`config.mk`:
```
export PLATFORM = sky130hd
export DESIGN_NAME = shl_issue_fifo
export DESIGN_NICKNAME = d
export VERILOG_FILES = /design/src/rtl/shl_issue_fifo_pkg.sv /design/src/rtl/shl_fifo_mem.sv /design/src/rtl/shl_issue_fifo.sv
export SDC_FILE = /design/constraint.sdc
export NUM_CORES = 1
export LEC_CHECK = 0
export BUFFER_PORTS_ARGS = -buffer_cell sky130_fd_sc_hd__buf_2
export CAP_MARGIN = 30
export CORE_AREA = 3 3 110 112
export DETAILED_ROUTE_END_ITERATION = 7
export DIE_AREA = 0 0 113 115
export PLACE_DENSITY = 0.61
export SYNTH_ARGS = -nofsm -noshare
export SYNTH_HDL_FRONTEND = slang
export SYNTH_SLANG_ARGS = --single-unit
export TNS_END_PERCENT = 50
```
`constraint.sdc`:
```
create_clock -name Clk -period 1.9 [get_ports Clk]
set_input_delay 0.38 -clock Clk [delete_from_list [all_inputs] [get_ports Clk]]
set_output_delay 0.38 -clock Clk [all_outputs]
set_load 0.005 [all_outputs]
```
`src/rtl/shl_issue_fifo_pkg.sv`:
```
// Shared definitions for the shift-operand issue stages: default widths,
// count/pointer sizing and the shift-amount clamp.
package shl_issue_fifo_pkg;

  localparam int SHL_DATAWIDTH = 8;
  localparam int SHL_DEPTH     = 4;

  function automatic int shl_cnt_width(input int depth);
    return $clog2(depth) + 1;
  endfunction

  // Returns {ovf, clamped}; the clamped amount saturates at the operand width.
  function automatic logic [32:0] shl_clamp(input logic [31:0] sh_amt,
                                            input logic [31:0] width);
    logic ovf;
    ovf = (sh_amt >= width);
    return {ovf, (ovf ? width : sh_amt)};
  endfunction

endpackage

```
`src/rtl/shl_fifo_mem.sv`:
```
// Entry storage for the issue FIFO: one synchronous write port and one
// combinational read port.
module shl_fifo_mem #(
  parameter int DEPTH = 4,
  parameter int WIDTH = 17
) (
  input  logic                     i_clk,
  input  logic                     i_we,
  input  logic [$clog2(DEPTH)-1:0] i_waddr,
  input  logic [WIDTH-1:0]         i_wdata,
  input  logic [$clog2(DEPTH)-1:0] i_raddr,
  output logic [WIDTH-1:0]         o_rdata
);

  logic [WIDTH-1:0] r_mem [DEPTH];

  always_ff @(posedge i_clk) begin
    if (i_we) begin
      r_mem[i_waddr] <= i_wdata;
    end
  end

  assign o_rdata = r_mem[i_raddr];

endmodule

```
`src/rtl/shl_issue_fifo.sv`:
```
// Operand issue stage for the SHL unit: queues (a, sh_amt) pairs, clamps the
// shift amount on entry and presents one registered pair at a time.
module shl_issue_fifo
  import shl_issue_fifo_pkg::*;
#(
  parameter int DATAWIDTH = SHL_DATAWIDTH,
  parameter int DEPTH     = SHL_DEPTH
) (
  input  logic                              Clk,
  input  logic                              Rst,
  input  logic                              in_valid,
  output logic                              in_ready,
  input  logic [DATAWIDTH-1:0]              a,
  input  logic [DATAWIDTH-1:0]              sh_amt,
  output logic                              out_valid,
  input  logic                              out_ready,
  output logic [DATAWIDTH-1:0]              a_o,
  output logic [DATAWIDTH-1:0]              sh_amt_o,
  output logic                              ovf_o,
  output logic [shl_cnt_width(DEPTH)-1:0]   count
);

  localparam int PTR_W   = $clog2(DEPTH);
  localparam int CNT_W   = shl_cnt_width(DEPTH);
  localparam int ENTRY_W = 2 * DATAWIDTH + 1;
  localparam logic [CNT_W-1:0] FULL_CNT = CNT_W'(DEPTH);
  localparam logic [CNT_W-1:0] ONE_CNT  = CNT_W'(1);
  localparam logic [CNT_W-1:0] ZERO_CNT = CNT_W'(0);

  logic [PTR_W-1:0]     r_wr_ptr;
  logic [PTR_W-1:0]     r_rd_ptr;
  logic [CNT_W-1:0]     r_count;
  logic                 r_in_ready;
  logic                 r_out_valid;
  logic [DATAWIDTH-1:0] r_a;
  logic [DATAWIDTH-1:0] r_sh;
  logic                 r_ovf;

  logic                 w_push;
  logic                 w_pop;
  logic [DATAWIDTH-1:0] w_in_sh;
  logic                 w_in_ovf;
  logic [ENTRY_W-1:0]   w_in_entry;
  logic [ENTRY_W-1:0]   w_mem_entry;
  logic [ENTRY_W-1:0]   w_next_entry;
  logic [CNT_W-1:0]     w_next_count;
  logic                 w_load_mem;
  logic                 w_load;

  assign w_push = in_valid && r_in_ready;
  assign w_pop  = r_out_valid && out_ready;

  assign w_in_sh    = DATAWIDTH'(shl_clamp(32'(sh_amt), 32'(DATAWIDTH)));
  assign w_in_ovf   = 1'(shl_clamp(32'(sh_amt), 32'(DATAWIDTH)) >> 32);
  assign w_in_entry = {w_in_ovf, w_in_sh, a};

  // The memory holds every entry including the presented head at r_rd_ptr,
  // so the successor read here is what a pop exposes next.
  shl_fifo_mem #(
    .DEPTH (DEPTH),
    .WIDTH (ENTRY_W)
  ) u_mem (
    .i_clk   (Clk),
    .i_we    (w_push),
    .i_waddr (r_wr_ptr),
    .i_wdata (w_in_entry),
    .i_raddr (r_rd_ptr + PTR_W'(1)),
    .o_rdata (w_mem_entry)
  );

  // A lone entry being popped alongside a push has no stored successor yet,
  // so the incoming pair is bypassed straight into the output registers.
  assign w_load_mem   = w_pop && (r_count > ONE_CNT);
  assign w_load       = w_load_mem || (w_push && (w_pop || (r_count == ZERO_CNT)));
  assign w_next_entry = w_load_mem ? w_mem_entry : w_in_entry;

  always_comb begin
    w_next_count = r_count;
    case ({w_push, w_pop})
      2'b10:   w_next_count = r_count + ONE_CNT;
      2'b01:   w_next_count = r_count - ONE_CNT;
      default: w_next_count = r_count;
    endcase
  end

  always_ff @(posedge Clk or posedge Rst) begin
    if (Rst) begin
      r_wr_ptr    <= '0;
      r_rd_ptr    <= '0;
      r_count     <= ZERO_CNT;
      r_in_ready  <= 1'b1;
      r_out_valid <= 1'b0;
      r_a         <= '0;
      r_sh        <= '0;
      r_ovf       <= 1'b0;
    end else begin
      if (w_push) begin
        r_wr_ptr <= r_wr_ptr + PTR_W'(1);
      end
      if (w_pop) begin
        r_rd_ptr <= r_rd_ptr + PTR_W'(1);
      end
      r_count     <= w_next_count;
      r_in_ready  <= (w_next_count < FULL_CNT);
      r_out_valid <= (w_next_count != ZERO_CNT);
      if (w_load) begin
        {r_ovf, r_sh, r_a} <= w_next_entry;
      end
    end
  end

  assign in_ready  = r_in_ready;
  assign out_valid = r_out_valid;
  assign a_o       = r_a;
  assign sh_amt_o  = r_sh;
  assign ovf_o     = r_ovf;
  assign count     = r_count;

endmodule

```
-- Yosys cells after proc, flatten, opt, wreduce, memory -nomap -nowiden
Memory sizes are Yosys's and may differ from the RTL's.
Index checks and enable logic that the tools add are counted.
- bits in writable memories: 68
- memories: 1
- logic and storage cells: 31
- output and inout bits: 22
- bits of input ports: 20
- flip-flop bits (word level): 26
- order comparisons: 3
- equality and inequality tests: 2
- muxes and demuxes: 5
- reductions and logical operators: 8
- add/subtract/negate cells: 4
- memory list (memory ; words ; width ; read ports ; clocked after memory_dff ; write ports ; RTL line ; RTL):
    u_mem.r_mem ; 4 ; 17 ; 1 ; 0 ; 1 ; shl_fifo_mem.sv:15 ; logic [WIDTH-1:0] r_mem [DEPTH];
- operators with widths (operator ; number):
    2-to-1 mux 17 bit ; 1
    >= comparator 8 x 4 -> 1 bit, second input constant ; 1
    2-to-1 mux 8 bit ; 1
    case mux 3 bit (2 select lines) ; 1
    adder 2 x 1 -> 2 bit, second input constant ; 2
    logical AND 1 bit ; 4
    adder 3 x 1 -> 3 bit, second input constant ; 1
    > comparator 3 x 1 -> 1 bit, second input constant ; 1
    logical NOT 3 bit ; 1
    less-than comparator 3 bit, second input constant ; 1
    nonzero test 3 bit ; 1
    subtractor 3 x 1 -> 3 bit, second input constant ; 1
    equality test 2 x 1 -> 1 bit, second input constant ; 1
    equality test 2 bit, second input constant ; 1
    logical OR 1 bit ; 2
    2-to-1 mux 1 bit ; 2

-- Depth between registers and ports, before layout
- word-level depth: 4
- mapped depth: 7
- mapped depth without buffers: 6

-- Hierarchy
A second synthesis with hierarchy kept.
- cells, all modules: 239
- area total of the unflattened synthesis: 3832.4 um^2
- by module, submodules not included (module ; cells an instance ; instances ; area an instance (um^2) ; seq. area each (um^2)):
    shl_fifo_mem ; 93 ; 1 ; 2523.7 ; 2042.0
    shl_issue_fifo ; 146 ; 1 ; 1308.8 ; 651.9

-- Worst setup path before layout
OpenSTA, ideal clock, no wires.
- path type: register to register
- start point: register r_in_ready, in the netlist in_ready
- end point: register r_out_valid, in the netlist out_valid
- path slack: 0.036 ns
- stages on the path, launching flop included: 7
- period minus slack after synthesis: 1.864 ns
- library setup time: 0.131 ns
- required time: 1.769 ns
- buffers on the path: 0
- data arrival time: 1.732 ns
- cell sequence: dfstp_2 > nand2_1 > ha_1 > nor2_1 > mux2i_1 > o221ai_1 > or3_1
- cells in the longest elaborated chain, start to end: 4
- elaborated cells between the ends (all ways): 5
- those cells by class: eq/ne (2); mux (1); reduce/logical (2)
- RTL lines (what ; RTL line ; RTL):
    start: declaration ; shl_issue_fifo.sv:33 ; logic r_in_ready;
    start signal: assignment ; shl_issue_fifo.sv:104 ; r_in_ready <= (w_next_count < FULL_CNT);
    logical AND 1 bit (*) ; shl_issue_fifo.sv:50 ; assign w_push = in_valid && r_in_ready;
    equality test 2 x 1 -> 1 bit / equality test 2 bit (equally long branches) ; shl_issue_fifo.sv:79 ; case ({w_push, w_pop})
    case mux 3 bit (2 select lines) (*) ; shl_issue_fifo.sv:79 ;
    net w_next_count[2] ; shl_issue_fifo.sv:46 ; logic [CNT_W-1:0] w_next_count;
    nonzero test 3 bit (*) ; shl_issue_fifo.sv:105 ; r_out_valid <= (w_next_count != ZERO_CNT);
    end signal: assignment ; shl_issue_fifo.sv:105 ;
    end: declaration ; shl_issue_fifo.sv:34 ; logic r_out_valid;
Mark *: on every way through the listed nets, which the timed path passes. The rest lies on a longest branch.
A chain may end at the register's enable or synchronous reset.

-- Worst setup path in the final report
Ends and elaborated chain as after synthesis.

==> impl_metrics.yaml <==
outcome:
  run_status: "finished clean"
cts:
  worstSkewPairLatency_ps: 340
  postCtsResizedCells: 0
  tritoncts.num_buffers: 9
  cts_tree: "yes"
  cts.path.max_buffers: 2
  cts_max_level: 3
  cts.reportedPaths.clkPinSlew_ps: 70
  clockRootBuffer: "sky130_fd_sc_hd__clkbuf_16"
  cts.hold.buffers_added: 0
  post-cts-setup-buffer-count: 0
  cts_num_sinks: 94
setup_path:
  path_cells: "nand2_1, ha_4, nor2_1, mux2i_1, o221ai_1, or3_1"
  critical_path.endpoint: "out_valid"
  critPathArrivalTime_ps: 2000
  reg2reg_to: "out_valid"
  critical_path.reg2reg.startpoint: "in_ready"
  setup.worst_path.class: "flop to flop"
  timing.critical_path.from: "in_ready"
  worst_r2r_path_depth: 6
  rrSetupSlack_ps: 120
  timing.critical_path.fanout_max: 6
  cell_with_the_largest_stage_delay_on_the_worst_path: "sky130_fd_sc_hd__dfstp_2"
  worst_path_largest_cell_delay_ps: 560
  critPathLaunchType: "flop"
  cp-end-kind: "flop"
  critical_path_required_ps: 2120
yosys:
  yosys.area_share.xor_xnor_pct: 0.680
  synth-main-ff-cell: "sky130_fd_sc_hd__edfxtp_1"
  synth-async-reset-ratio_pct: 27.7
  synth_sequential_area_ratio_pct: 69.7
  yosysWarningCount: 0
  synthesis.area_um2: 3870
  yosysTopAreaCell: "sky130_fd_sc_hd__edfxtp_1"
  syn_inst: 243
  synth_compound_gate_area_share_pct: 4.56
  yosys.area_share.simple_pct: 7.67
  synthDominantCellAreaShare_pct: 52.8
  netlist_top_cells_area: "sky130_fd_sc_hd__edfxtp_1 (53%), sky130_fd_sc_hd__dfrtp_1 (16%), sky130_fd_sc_hd__mux4_2 (7.6%)"
  yosys-mux-area-fraction_pct: 11.1
  synth_area_in_adders_pct: 3.24
  ys_seq_elements: 94
  synth_enable_flop_cells: 68
  distinct_cell_type_count_of_the_synthesized_netlist: 33
  synth_area_per_cell_um2: 15.9
  largest_family_of_logic_cells_by_synthesized_area: "multiplexers"
routing:
  route.detailed.drc: 0
  met2_routed_wirelength_mm: 3.71
  firstDrtPassIters: 4
  avgRoutedWirePerCell_um: 15.9
  total_via_count_in_the_routed_design: 2152
  avgViaCountPerCell: 4.65
  route.layer.met1.wl_mm: 3.26
  ant_nets: 0
  dr.first_iter.drc_count: 129
  totalWireLength_mm: 7.38
  routed_wire_length_on_met3_um: 254
  maxUsedRoutingLayer: "met4"
sta:
  max_freq_ghz: 0.561
  final.min_clock_period_ps: 1780
  final.period_utilization_pct: 93.8
  worst_slack_ps: 118
  grt_setup_unrepaired: "no"
  setup_viol_count_final: 0
  report.final.slew_viol_count: 0
  fin_worst_skew_ps: 13.1
  timing.final.hold_violations: 0
  totalNegativeSetupSlack_ps: 0
die:
  core_area_um2: 11300
  design.die.area_um2: 13000
  rows: 39
  ios: 42
  die_y_um: 115
  die_width_um: 113
  floorplan.initialDensity_pct: 34.2
finish:
  nets: 345
  reg_area_um2: 2690
  area_growth_pct: 20.8
  antenna_cells_inserted: 0
  fillers: 1040
  multiInputGateArea_um2: 1120
  drive_gt1_share_pct: 29.1
placed_design:
  preCtsSetupSlack_ps: 57.5
  place_hpwl_mm: 4.71
  portBuffers: 41
  gpl.final_weighted_congestion: 0.761
grt:
  grt_usage_pct: 12.1
  number_of_global_route_vias_before_repair: 2277
  grt_first_pass_wirelength_mm: 11.8
  globalRouteOverflowTotal: 0
  initial_antenna_violation_count: 0
  grt_start_max_net_pins: 27
power_and_ir_drop:
  vdd_drop_max_uv: 633
  power.density_cell_area_nw_per_um2: 1470
  p_leak_nw: 1.84
flow_run:
  cap_violations: 0
min_path:
  worstHoldPathType: "input pin to asynchronous set/reset pin"
## critical path: cells and delay by family, from the launching register on
| family | cells | cell delay, ps |
|---|---|---|
| simple gates | 3 | 490 |
| mux | 1 | 150 |
| flops | 1 | 560 |
| fa+ha+maj | 1 | 310 |
| compound gates | 1 | 160 |
## placed cells by master (no fill, tap or decap), drive strengths merged, types with 2 or more instances in the layout
cell,count
a21oi,7
a31oi,8
and3,7
buf,56
clkbuf,10
clkinvlp,2
conb,16
dfrtp,25
edfxtp,68
ha,10
inv,13
mux2i,3
mux4,17
nand2,38
nand3,4
nor2,17
o21ai,4
o31ai,2
xnor2,3
## Yosys cell counts, types with 3 or more instances
master and n:
sky130_fd_sc_hd__ha_1 10, sky130_fd_sc_hd__inv_1 9, sky130_fd_sc_hd__nand3_1 4, sky130_fd_sc_hd__and3_1 7
sky130_fd_sc_hd__mux4_1 4, sky130_fd_sc_hd__mux4_2 13, sky130_fd_sc_hd__o21ai_0 3, sky130_fd_sc_hd__nor2_1 17
sky130_fd_sc_hd__a31oi_1 8, sky130_fd_sc_hd__xnor2_1 3, sky130_fd_sc_hd__buf_2 6, sky130_fd_sc_hd__nand2_1 38
sky130_fd_sc_hd__edfxtp_1 68, sky130_fd_sc_hd__dfrtp_1 25, sky130_fd_sc_hd__a21oi_1 6, sky130_fd_sc_hd__mux2i_1 3
## state kept, by name, summed over array words and instances, names as in the netlist
register and count:
u_mem.r_mem 68, a_o 8, sh_amt_o 8, count 3, r_rd_ptr 2, r_wr_ptr 2, in_ready 1, out_valid 1
ovf_o 1
## worst min path at each step
| stage | from | to | slack [ps] | cells after the start |
|---|---|---|---|---|
| after floorplan | Rst | a_o[0] | 420 | 1 |
| after global placement | Rst | count[2] | 470 | 3 |
| after detailed placement | Rst | ovf_o | 480 | 3 |
| after CTS | Rst | a_o[7] | 110 | 3 |
| after global routing | Rst | sh_amt_o[4] | 150 | 3 |
| final | Rst | sh_amt_o[4] | 100 | 3 |
## kinds of logic after synthesis
kind of cell / after synthesis
flip-flops: 94
AND/OR/NAND/NOR: 70
buffers and inverters: 20
adder cells (fa/ha/maj): 10
other: 1
multiplexers: 20
XOR/XNOR: 3
AO/OA/AOI/OAI: 25
## per-layer routing
layer  vias to the layer above  GRT usage, %
met4                         0          5.45
met3                        13          3.00
met5                         -             0
met2                        44          20.3
met1                      1070          14.9
li1                       1025             -
## power by group
part           internal [mW]  total [mW]  switching [mW]
registers               2.75        2.97           0.228
logic                   1.05        2.17            1.12
clock network          0.944        1.74           0.797
total                   4.74        6.88            2.14
## through the flow
step / hold slack (ps) / instance area (um2) / power (mW) / std cells / util [%]
finish: 102 / 4670 / 6.88 / 463 / 41.3
global route: 150 / 4670 / 7.30 / 463 / 41.3
floorplan: 419 / 3920 / 4.46 / 258 / -
global placement: 469 / 4370 / 5.18 / 447 / 38.6
detailed placement: 483 / 4370 / 5.22 / 447 / 38.6
CTS: 115 / 4660 / 6.97 / 463 / 41.2
## layout make-up
cell class	instances	area share, %
tap	143	3.83
sequential	94	57.7
clock inverter	6	1.12
timing repair buffer	56	7.34
clock buffer	10	5.12
multi-input combinational	144	24.1
inverter	10	0.857
Power figures use the tool's default switching activity.
